File: config.mk
export PLATFORM = sky130hd
export DESIGN_NAME = branch_resolve_unit
export DESIGN_NICKNAME = d
export VERILOG_FILES = /design/src/rtl/branch_resolve_unit.sv
export SDC_FILE = /design/constraint.sdc
export NUM_CORES = 1
export LEC_CHECK = 0
export CORE_MARGIN = 2
export CORE_UTILIZATION = 53
export CTS_BUF_LIST = sky130_fd_sc_hd__clkbuf_4
export DETAILED_ROUTE_END_ITERATION = 16
export GPL_ROUTABILITY_DRIVEN = 0
export PLACE_DENSITY = 0.83
export SYNTH_ARGS = -nofsm -noshare
export SYNTH_HDL_FRONTEND = slang
export SYNTH_SLANG_ARGS = --single-unit
File: constraint.sdc
create_clock -name CLK -period 8 [get_ports CLK]
set_input_delay 1.2 -clock CLK [delete_from_list [all_inputs] [get_ports CLK]]
set_output_delay 1.2 -clock CLK [all_outputs]
set_load 0.02 [all_outputs]
File: src/rtl/branch_resolve_unit.sv
// -----------------------------------------------------------------------------
// branch_resolve_unit
//   Execute-stage branch resolution with a built-in branch history table of
//   2-bit saturating counters. Evaluates the branch condition on the register
//   operands, registers taken/mispredict/redirect one cycle later, provides a
//   combinational taken/not-taken prediction to fetch, and keeps saturating
//   branch and mispredict statistics.
//
// Ports
//   CLK, RESET        clock, asynchronous active-high reset
//   FETCH_PC          fetch PC; PREDICT_TAKEN is bit 1 of its BHT counter
//   EX_VALID, FLUSH   EX occupancy and kill (FLUSH wins)
//   BRANCH_SEL        [3] branch/jump, [2:0] funct3 (3'b010 for JAL/JALR)
//   DATA1, DATA2      rs1/rs2 operands
//   EX_PC             PC of the EX instruction (also selects the BHT entry)
//   EX_PRED_TAKEN     prediction carried down from fetch
//   BRANCH_TARGET     computed branch/jump target
//   RES_VALID, BRANCH_TAKEN, MISPREDICT, REDIRECT_PC   registered result
//   BRANCH_COUNT, MISPRED_COUNT                        saturating statistics
// -----------------------------------------------------------------------------
module branch_resolve_unit #(
  parameter int XLEN        = 32,
  parameter int BHT_ENTRIES = 64,
  parameter int CNT_W       = 32
) (
  input  logic             CLK,
  input  logic             RESET,
  input  logic [XLEN-1:0]  FETCH_PC,
  output logic             PREDICT_TAKEN,
  input  logic             EX_VALID,
  input  logic             FLUSH,
  input  logic [3:0]       BRANCH_SEL,
  input  logic [XLEN-1:0]  DATA1,
  input  logic [XLEN-1:0]  DATA2,
  input  logic [XLEN-1:0]  EX_PC,
  input  logic             EX_PRED_TAKEN,
  input  logic [XLEN-1:0]  BRANCH_TARGET,
  output logic             RES_VALID,
  output logic             BRANCH_TAKEN,
  output logic             MISPREDICT,
  output logic [XLEN-1:0]  REDIRECT_PC,
  output logic [CNT_W-1:0] BRANCH_COUNT,
  output logic [CNT_W-1:0] MISPRED_COUNT
);

  localparam int               IDX_W   = $clog2(BHT_ENTRIES);
  localparam logic [XLEN-1:0]  PC_STEP = XLEN'(3'd4);
  localparam logic [CNT_W-1:0] CNT_ONE = CNT_W'(1'b1);
  localparam logic [CNT_W-1:0] CNT_MAX = {CNT_W{1'b1}};

  // Branch condition by funct3; 3'b011 resolves as never taken.
  function automatic logic eval_cond(input logic [2:0] f3,
                                     input logic [XLEN-1:0] a,
                                     input logic [XLEN-1:0] b);
    logic r;
    case (f3)
      3'b000:  r = (a == b);
      3'b001:  r = (a != b);
      3'b100:  r = ($signed(a) <  $signed(b));
      3'b101:  r = ($signed(a) >= $signed(b));
      3'b110:  r = (a <  b);
      3'b111:  r = (a >= b);
      3'b010:  r = 1'b1;
      default: r = 1'b0;
    endcase
    return r;
  endfunction

  // 2-bit saturating counter step toward the actual outcome.
  function automatic logic [1:0] bht_next(input logic [1:0] c, input logic t);
    logic [1:0] n;
    if (t) begin
      n = (c == 2'b11) ? c : c + 2'b01;
    end else begin
      n = (c == 2'b00) ? c : c - 2'b01;
    end
    return n;
  endfunction

  logic [1:0]       bht_r [BHT_ENTRIES];
  logic [IDX_W-1:0] fetch_idx_s;
  logic [IDX_W-1:0] ex_idx_s;
  logic             resolve_s;
  logic             taken_s;
  logic             cond_br_s;
  logic             mispred_s;
  logic [XLEN-1:0]  redirect_s;
  logic             res_valid_r;
  logic             taken_r;
  logic             mispred_r;
  logic [XLEN-1:0]  redirect_r;
  logic [CNT_W-1:0] branch_cnt_r;
  logic [CNT_W-1:0] mispred_cnt_r;
  logic             unused_pc_bits_s;

  assign fetch_idx_s = FETCH_PC[IDX_W+1:2];
  assign ex_idx_s    = EX_PC[IDX_W+1:2];

  // Word-aligned PCs: low bits and bits above the index carry no information here.
  assign unused_pc_bits_s = ^{FETCH_PC[1:0], FETCH_PC[XLEN-1:IDX_W+2], EX_PC[1:0]};

  // Read-before-write: an update to the fetched entry shows only after the edge.
  assign PREDICT_TAKEN = bht_r[fetch_idx_s][1];

  // Condition evaluation and next-PC selection for the EX instruction.
  always_comb begin
    resolve_s  = EX_VALID & ~FLUSH & BRANCH_SEL[3];
    taken_s    = eval_cond(BRANCH_SEL[2:0], DATA1, DATA2);
    cond_br_s  = (BRANCH_SEL[2:0] != 3'b010) && (BRANCH_SEL[2:0] != 3'b011);
    mispred_s  = taken_s ^ EX_PRED_TAKEN;
    redirect_s = {XLEN{1'b0}};
    if (!mispred_s) begin
      redirect_s = {XLEN{1'b0}};
    end else if (taken_s) begin
      redirect_s = BRANCH_TARGET;
    end else begin
      redirect_s = EX_PC + PC_STEP;
    end
  end

  // Branch history table: counters reset to weak-not-taken, trained by conditional branches.
  always_ff @(posedge CLK or posedge RESET) begin
    if (RESET) begin
      for (int i = 0; i < BHT_ENTRIES; i++) begin
        bht_r[i] <= 2'b01;
      end
    end else if (resolve_s && cond_br_s) begin
      bht_r[ex_idx_s] <= bht_next(bht_r[ex_idx_s], taken_s);
    end
  end

  // Registered resolution result and saturating statistics.
  always_ff @(posedge CLK or posedge RESET) begin
    if (RESET) begin
      res_valid_r   <= 1'b0;
      taken_r       <= 1'b0;
      mispred_r     <= 1'b0;
      redirect_r    <= {XLEN{1'b0}};
      branch_cnt_r  <= {CNT_W{1'b0}};
      mispred_cnt_r <= {CNT_W{1'b0}};
    end else begin
      res_valid_r <= resolve_s;
      taken_r     <= resolve_s & taken_s;
      mispred_r   <= resolve_s & mispred_s;
      redirect_r  <= resolve_s ? redirect_s : {XLEN{1'b0}};
      if (resolve_s && (branch_cnt_r != CNT_MAX)) begin
        branch_cnt_r <= branch_cnt_r + CNT_ONE;
      end
      if (resolve_s && mispred_s && (mispred_cnt_r != CNT_MAX)) begin
        mispred_cnt_r <= mispred_cnt_r + CNT_ONE;
      end
    end
  end

  assign RES_VALID     = res_valid_r;
  assign BRANCH_TAKEN  = taken_r;
  assign MISPREDICT    = mispred_r;
  assign REDIRECT_PC   = redirect_r;
  assign BRANCH_COUNT  = branch_cnt_r;
  assign MISPRED_COUNT = mispred_cnt_r;

endmodule

==> Word-level counts from Yosys, hierarchy flattened <==
Index checks and enable logic that the tools add are counted.
{ "op_classes": {"n_div": 0, "n_eq_ne": 13, "n_reduce_logical": 8, "muxes": 17, "add_sub_neg": 5, "bitwise": 8, "multipliers": 0, "shift": 0, "order_cmp": 7} }
{ "op_table": {"columns": ["operator", "n"], "rows": [
  ["$bwmux W128", 1],
  ["$mux W32", 3],
  ["$add A32 B1 Y32 const B", 2],
  ["$ge A32 B32 Y1", 2],
  ["$lt A32 B32 Y1", 2],
  ["$ne A32 B32 Y1 const B", 2],
  ["$add A32 B3 Y32 const B", 1],
  ["$eq A32 B32 Y1", 1],
  ["$ne A32 B32 Y1", 1],
  ["$bmux W2 S6", 2],
  ["$mux W2", 9],
  ["$ge A7 B7 Y1 const B", 2],
  ["$not A6 Y7", 2],
  ["$demux W2 S6", 1],
  ["$eq A3 B3 Y1 const B", 4],
  ["$lt A7 B1 Y1 const B", 1],
  ["$pmux W1 S7", 1],
  ["$logic_and A1 B1 Y1", 6],
  ["$ne A3 B2 Y1 const B", 2],
  ["$and A1 B1 Y1", 4],
  ["$eq A3 B1 Y1 const B", 1],
  ["$eq A3 B2 Y1 const B", 1],
  ["$logic_not A3 Y1", 1],
  ["$add A2 B1 Y2 const B", 1],
  ["5 further kinds", 5]
]} }
{ "word_totals": {"out_inout_bits": 100, "register_bits": 227, "inputBits": 169, "ram_bits": 0, "wordCells": 128, "rom_bits": 0, "latchBits": 0, "memories": 0} }

==> Depth between registers and ports, before layout <==
Gate-level depths: netlist of run 1.
{ "depth": {"ltp_word": 9, "ltp_mapped": 13, "mapped_depth_nobuf": 11} }

==> Worst setup path before layout of run 1 <==
No wires, ideal clock.
{ "synth_path": {"path_kind": "input -> output", "start": "input FETCH_PC[2]", "end": "output PREDICT_TAKEN", "cell_stages": 5, "t_arrival_ps": 3681, "slack_ps": 3119, "path_buffers": 2, "t_required_ps": 6800, "cell_sequence": "clkbuf_1 -> buf_1 -> mux4_2 -> mux4_2 -> mux4_2"} }
{ "synth_between": {"elab_chain_len": 4} }
{ "synth_rtl": {"columns": ["element", "line", "text"], "rows": [
  ["from (decl)", "28", "input logic [XLEN-1:0] FETCH_PC,"],
  ["$not A6 Y7 (implied by the code)", "103", "assign PREDICT_TAKEN = bht_r[fetch_idx_s][1];"],
  ["$bmux W2 S6", "103", null],
  ["$mux W2 (implied by the code) (2 in a row)", "103", null],
  ["to (decl)", "29", "output logic PREDICT_TAKEN,"]
]} }
Every way passes these cells. The select of a mux whose other input is x is not followed.

==> Worst setup path in the final report of run 1 <==
{ "layout_path": {"start": "input FETCH_PC[3]", "end": "output PREDICT_TAKEN"} }
The elaborated chain is that of the path after synthesis.

==> results of run 1 <==
## through the flow
stage,hold WS (ns),cell area [um2],util,setup slack (ns)
after floorplan,0.4445,12390,-,0.6864
final,0.4696,15760,0.6919,2.472
after detailed placement,0.4586,14990,0.6583,2.482
after global routing,0.4884,15760,0.6919,2.465
after CTS,0.4682,15760,0.6918,2.541
after global placement,0.4537,14990,0.6583,2.534
## registers in the layout, indices dropped and copies added, names as in the netlist
name and cells:
BRANCH_TAKEN 1, REDIRECT_PC 32, MISPREDICT 1, BRANCH_COUNT 32, MISPRED_COUNT 32, RES_VALID 1
bht_r 128
## synthesized netlist by cell type (all sizes together) (3+ instances only)
| library cell | count |
|---|---|
| a211oi | 27 |
| a21o | 5 |
| a21oi | 43 |
| a221oi | 10 |
| a22o | 5 |
| a22oi | 27 |
| a31oi | 3 |
| and3 | 21 |
| and4 | 9 |
| buf | 28 |
| clkbuf | 33 |
| dfrtp | 163 |
| dfstp | 64 |
| ha | 35 |
| inv | 45 |
| mux2 | 12 |
| mux2i | 17 |
| mux4 | 21 |
| nand2 | 217 |
| nand2b | 4 |
| nand3 | 41 |
| nand4 | 35 |
| nor2 | 99 |
| nor2b | 11 |
| nor3 | 26 |
| nor3b | 4 |
| nor4 | 10 |
| o211ai | 5 |
| o21ai | 123 |
| o31ai | 16 |
| or2 | 4 |
| or4 | 3 |
| xnor2 | 48 |
| xor2 | 42 |
## tightest hold or removal path: cells and delay by family (launching register included)
| family | cells | cell delay [ns] |
|---|---|---|
| flops | 1 | 0.37 |
| buf+inv | 1 | 0.04 |
| mux | 1 | 0.06 |
## cells by family (layout without fill, tap and decap cells)
logic type | after synthesis | after routing | share of synthesized area
AND/OR/NAND/NOR | 490 | 490 | 0.1822
AO/OA/AOI/OAI | 277 | 277 | 0.1482
flip-flops | 227 | 227 | 0.4648
buffers and inverters | 106 | 410 | 0.04109
XOR/XNOR | 90 | 90 | 0.06421
multiplexers | 50 | 50 | 0.06411
adder cells (fa/ha/maj) | 35 | 35 | 0.03534
other | 0 | 1 | 0
## layout make-up
class / instances / area, um2 / area share
multi-input cells: 942 / 6138 / 0.3895
flip-flops and latches: 227 / 5761 / 0.3655
repair buffers: 256 / 2527 / 0.1604
clock buffers: 85 / 638.1 / 0.04049
well taps: 313 / 391.6 / 0.02485
inverters: 45 / 176.4 / 0.01119
clock inverters: 24 / 125.1 / 0.007939
diodes: 1 / 2.502 / 0.0001588
## worst min path at each step
| stage | startpoint | end | slack [ns] | cells after the start |
|---|---|---|---|---|
| 2_1_floorplan | bht_r[6] | bht_r[6] | 0.44 | 2 |
| 3_3_place_gp | bht_r[6] | bht_r[6] | 0.45 | 2 |
| 3_5_place_dp | bht_r[22] | bht_r[22] | 0.46 | 2 |
| 4_1_cts | bht_r[22] | bht_r[22] | 0.47 | 2 |
| 5_1_grt | bht_r[22] | bht_r[22] | 0.49 | 2 |
| 6_report | bht_r[22] | bht_r[22] | 0.47 | 2 |
## where the power goes
part           total [mW]  switching (mW)  internal, mW
Clock                1.02           0.496         0.523
Sequential           1.27          0.0548          1.22
Combinational       0.502           0.284         0.217
## metal layers
metal | global-route usage | up-vias
li1 | - | 5077
met5 | 0 | -
met3 | 0.06691 | 153
met2 | 0.4735 | 556
met1 | 0.3421 | 5270
met4 | 0.1835 | 0
==> impl_metrics.env, run 1 <==
export IMPL_outcome="finished clean"
export IMPL_crit_arrival_ns=4.33
export IMPL_synth_net_count=1479
export IMPL_dr_vias=11060
export IMPL_ys_flop_type="dfrtp_1"
export IMPL_path_class="primary input to output pin"
export IMPL_cellLeakagePower_nw=6.543
export IMPL_cpMostUsedCell="mux4_2"
export IMPL_grt_antenna_before_repair=1
export IMPL_worst_endpoint_required_ns=6.80
export IMPL_fin_total_pwr_mw=2.795
export IMPL_floorplan_initialDensity=0.5441
export IMPL_dp_hpwl_um=24780
export IMPL_gr_usage_all_layers=0.2882
export IMPL_dpl_cell_count=1783
export IMPL_crit_path_end="PREDICT_TAKEN"
export IMPL_r2r_slack_ns=4.61
export IMPL_synth_ff_latch_count=227
export IMPL_synth_top_cell_by_area="dfrtp_1"
export IMPL_worst_pin_slew_ns=1.080
export IMPL_post_synth_num_cell_types=65
export IMPL_synth_avg_cell_area_um2=9.720
export IMPL_ys_top_cells_by_area="dfrtp_1, dfstp_2, nand2_1"
export IMPL_drtAntennaViolNets=0
export IMPL_hold_class="flop to flop"
export IMPL_synthCells=1275
export IMPL_cts_buffers=58
export IMPL_rr_endpoint="bht_r[40]"
export IMPL_critical_path_reg2reg_startpoint="bht_r[89]"
export IMPL_reg2regPathDepth=10
export IMPL_drt_first_pass_iters=5
export IMPL_crit_family="buffers and inverters"
export IMPL_die_height_um=156.9
export IMPL_dieArea_mm2=0.02462
export IMPL_synth_top_area_share=0.3291
export IMPL_num_fill_cells=1743
export IMPL_cts_htree_levels=2
export IMPL_layout_area_overhead_vs_synth_pct=27.17
export IMPL_met2_wirelength_um=16510
export IMPL_startpoint_type="primary input"
export IMPL_detail_route_drc_violations=0
export IMPL_gr_total_overflow=0
export IMPL_final_net_count=1734
export IMPL_cts_repair_resized=0
export IMPL_timing_critical_path_to_type="output pin"
export IMPL_worst_path_stages=5
export IMPL_clock_root_cell="clkbuf_4"
export IMPL_routed_wire_length_per_instance_um=18.71
export IMPL_tritoncts="done"
export IMPL_slowest_delay_ns=1.11
export IMPL_clk_pin_slew_ns=0.06
export IMPL_routed_wirelength_um=35410
export IMPL_critical_path_slowest_cell="clkdlybuf4s50_1"
export IMPL_setup_total_negative_slack_ns=0
export IMPL_rows=55
export IMPL_die_x_um=156.9
export IMPL_min_period_over_period=0.6910
export IMPL_drive_above_1_share=0.1558
export IMPL_critical_path_peak_fanout=16
export IMPL_mostFrequentLayoutCell="clkdlybuf4s50_1"
export IMPL_final_hold_violation_count=0
export IMPL_drt_initial_drc_count=924
export IMPL_final_cells=1893
export IMPL_m1WireLength_um=13730
export IMPL_number_of_global_route_vias_before_repair=11330
export IMPL_synthesis_area_mm2=0.01239
export IMPL_maxUsedRoutingLayer="met4"
export IMPL_power_density_over_the_cells_mw_per_mm2=177.3
export IMPL_grt_max_degree=148
export IMPL_post_route_min_period_ns=5.528
export IMPL_cts_hold_repair_buffers=0
export IMPL_port_buffers=242
export IMPL_critical_path_buf_inv_count=2
export IMPL_ys_async_sr_fraction=1.000
export IMPL_pin_count=269
export IMPL_vdd_ir_drop_worst_mv=0.1505
export IMPL_max_clock_path_buffers=3
export IMPL_clock_fmax_mhz=180.9
export IMPL_ys_warnings_count=0
export IMPL_wire_length_of_the_first_global_routing_pass_um=56300
export IMPL_final_cell_mix="clkdlybuf4s50_1, nand2_1, dfrtp_1"
export IMPL_ys_seq_area_frac=0.4648
export IMPL_timing_final_setup_violations=0
export IMPL_clock_latency_ns=0.72
export IMPL_cp_cell_sequence="clkdlybuf4s50_1, mux4_2, mux4_2, mux4_2, clkdlybuf4s50_1"
export IMPL_critical_path_startpoint="FETCH_PC[3]"
export IMPL_vias_per_cell=5.840
export IMPL_timing_max_slew_rel_slack=0.2742
export IMPL_clock_sink_count=227
export IMPL_post_cts_setup_buffers=0
export IMPL_drv_cap=0
export IMPL_core_area_mm2=0.02278
export IMPL_rsz0062_at_grt="false"
export IMPL_met3WireLength_um=3054
export IMPL_timing_max_transition_violations_final=0
export IMPL_synth_edf_count=0
export IMPL_clock_skew_ns=0.06039
(Power assumes the default switching activity.)
==> inputs of run 2 (changes only) <==
clock period = 5.2 ns   (was 8 ns; I/O delays follow)
==> run 2 against run 1 <==
Net effect:
- die area did not move
- clock power rose by 62%
- sequential power rose by 54%
- clock-buffer cell count rose by 6
- setup slack got worse by 1.7 ns
- register-to-register slack got worse by 3.1 ns
- worst hold slack improved by 0.0015 ns
- non-clock buffer count rose by 29
- cell count rose by 1.6%
- sequential cell count did not move
- final area rose by 2.0%
- critical path depth rose by 1
- largest cell class unchanged
==> impl_metrics.env, run 2 (synthesis results as in run 1) <==
export IMPL_multi_input_area_mm2=0.006138
export IMPL_gr_total_overflow=0
export IMPL_timing_critical_path_to_type="output pin"
export IMPL_power_density_over_the_cells_mw_per_mm2=274.6
export IMPL_gr_usage_all_layers=0.2889
export IMPL_vdd_ir_drop_worst_mv=0.2153
export IMPL_critical_path_slowest_cell="mux4_2"
export IMPL_cts_htree_levels=2
export IMPL_startpoint_type="primary input"
export IMPL_final_hold_violation_count=0
export IMPL_die_height_um=156.9
export IMPL_wire_length_of_the_first_global_routing_pass_um=56480
export IMPL_dieArea_mm2=0.02462
export IMPL_dpl_cell_count=1812
export IMPL_final_net_count=1763
export IMPL_drtAntennaViolNets=0
export IMPL_dr_vias=11150
export IMPL_largest_reg_flops=128
export IMPL_cts_hold_repair_buffers=0
export IMPL_min_period_over_period=0.8584
export IMPL_setup_total_negative_slack_ns=0
export IMPL_grt_antenna_before_repair=1
export IMPL_routed_wire_length_per_instance_um=18.30
export IMPL_critical_path_peak_fanout=16
export IMPL_floorplan_initialDensity=0.5441
export IMPL_path_class="primary input to output pin"
export IMPL_tritoncts="done"
export IMPL_post_route_min_period_ns=4.464
export IMPL_drt_first_pass_iters=5
export IMPL_regArea_mm2=0.005761
export IMPL_rows=55
export IMPL_largest_register="bht_r"
export IMPL_max_clock_path_buffers=3
export IMPL_hold_class="flop to flop"
export IMPL_timing_final_setup_violations=0
export IMPL_cts_buffers=58
export IMPL_timing_max_transition_violations_final=0
export IMPL_dp_hpwl_um=25010
export IMPL_port_buffers=242
export IMPL_layout_area_overhead_vs_synth_pct=29.66
export IMPL_rsz0062_at_grt="false"
export IMPL_number_of_global_route_vias_before_repair=11180
export IMPL_r2r_slack_ns=1.47
export IMPL_slowest_delay_ns=0.57
export IMPL_cp_cell_sequence="clkdlybuf4s50_1, buf_4, mux4_2, mux4_2, mux4_2, clkdlybuf4s50_1"
export IMPL_drt_initial_drc_count=834
export IMPL_timing_max_slew_rel_slack=0.1768
export IMPL_cts_repair_resized=0
export IMPL_clock_root_cell="clkbuf_4"
export IMPL_crit_arrival_ns=3.68
export IMPL_worst_pin_slew_ns=1.229
export IMPL_die_x_um=156.9
export IMPL_vias_per_cell=5.799
export IMPL_clk_pin_slew_ns=0.07
export IMPL_final_cell_mix="clkdlybuf4s50_1, nand2_1, dfrtp_1"
export IMPL_clock_sink_count=227
export IMPL_final_cells=1923
export IMPL_cellLeakagePower_nw=6.719
export IMPL_clock_latency_ns=0.71
export IMPL_core_area_mm2=0.02278
export IMPL_drive_above_1_share=0.1722
export IMPL_drv_cap=0
export IMPL_worst_endpoint_required_ns=4.42
export IMPL_outcome="finished clean"
export IMPL_routed_wirelength_um=35200
export IMPL_mostFrequentLayoutCell="clkdlybuf4s50_1"
export IMPL_clock_fmax_mhz=224.0
export IMPL_timing_final_ws_setup_ns=0.7363
export IMPL_post_cts_setup_buffers=0
export IMPL_num_fill_cells=1740
export IMPL_grt_max_degree=195
export IMPL_pin_count=269
export IMPL_clock_skew_ns=0.03712
export IMPL_detail_route_drc_violations=0
export IMPL_cpMostUsedCell="mux4_2"
export IMPL_post_place_ws_ns=0.3908
-- run 2: final timing paths --
| path | from | to | cells after the start |
|---|---|---|---|
| worst min-delay path | bht_r[22] | bht_r[22] | 2 |
| worst max register to register | bht_r[89] | bht_r[87] | 9 |
| worst min register to register | bht_r[22] | bht_r[22] | 2 |
| max in group asynchronous | RESET | bht_r[67] | 3 |
| min in group asynchronous | RESET | BRANCH_COUNT[28] | 3 |
| worst max-delay path | FETCH_PC[2] | PREDICT_TAKEN | 6 |
-- run 2: worst max-delay path: cells and delay by family --
kind / cells / cell delay [ns]
muxes: 3 / 1.56
buffers and inverters: 3 / 1.34
-- run 2: power breakdown --
part           leakage [nW]  switching, mW  total (mW)  internal [mW]
Clock                 0.481          0.759        1.65          0.895
Combinational          3.34          0.439       0.798          0.359
Sequential             2.89         0.0860        1.96           1.88
Total                  6.72           1.28        4.41           3.13
-- run 2: area by class of cell --
| type | instances | share of cell area |
|---|---|---|
| Clock buffer | 91 | 0.04251 |
| Tap cell | 313 | 0.02437 |
| Clock inverter | 19 | 0.007786 |
| Sequential cell | 227 | 0.3585 |
| Inverter | 45 | 0.01075 |
| Timing Repair Buffer | 285 | 0.1739 |
| Multi-Input combinational cell | 942 | 0.3820 |
| Antenna cell | 1 | 0.0001557 |
-- run 2: through the flow --
| step | total power, mW | utilization | hold slack (ns) | area, um2 |
|---|---|---|---|---|
| floorplan | 2.421 | - | 0.4445 | 12400 |
| global placement | 2.760 | 0.6699 | 0.4547 | 15260 |
| detailed placement | 2.782 | 0.6699 | 0.4588 | 15260 |
| CTS | 4.436 | 0.7054 | 0.4693 | 16070 |
| global route | 4.624 | 0.7055 | 0.5001 | 16070 |
| finish | 4.413 | 0.7055 | 0.4711 | 16070 |
-- run 2: routing by layer --
| layer | wire length (um) | global-route usage |
|---|---|---|
| met5 | 0 | 0 |
| met3 | 3139 | 0.07214 |
| met1 | 13560 | 0.3490 |
| met2 | 16760 | 0.4743 |
| met4 | 1735 | 0.1621 |
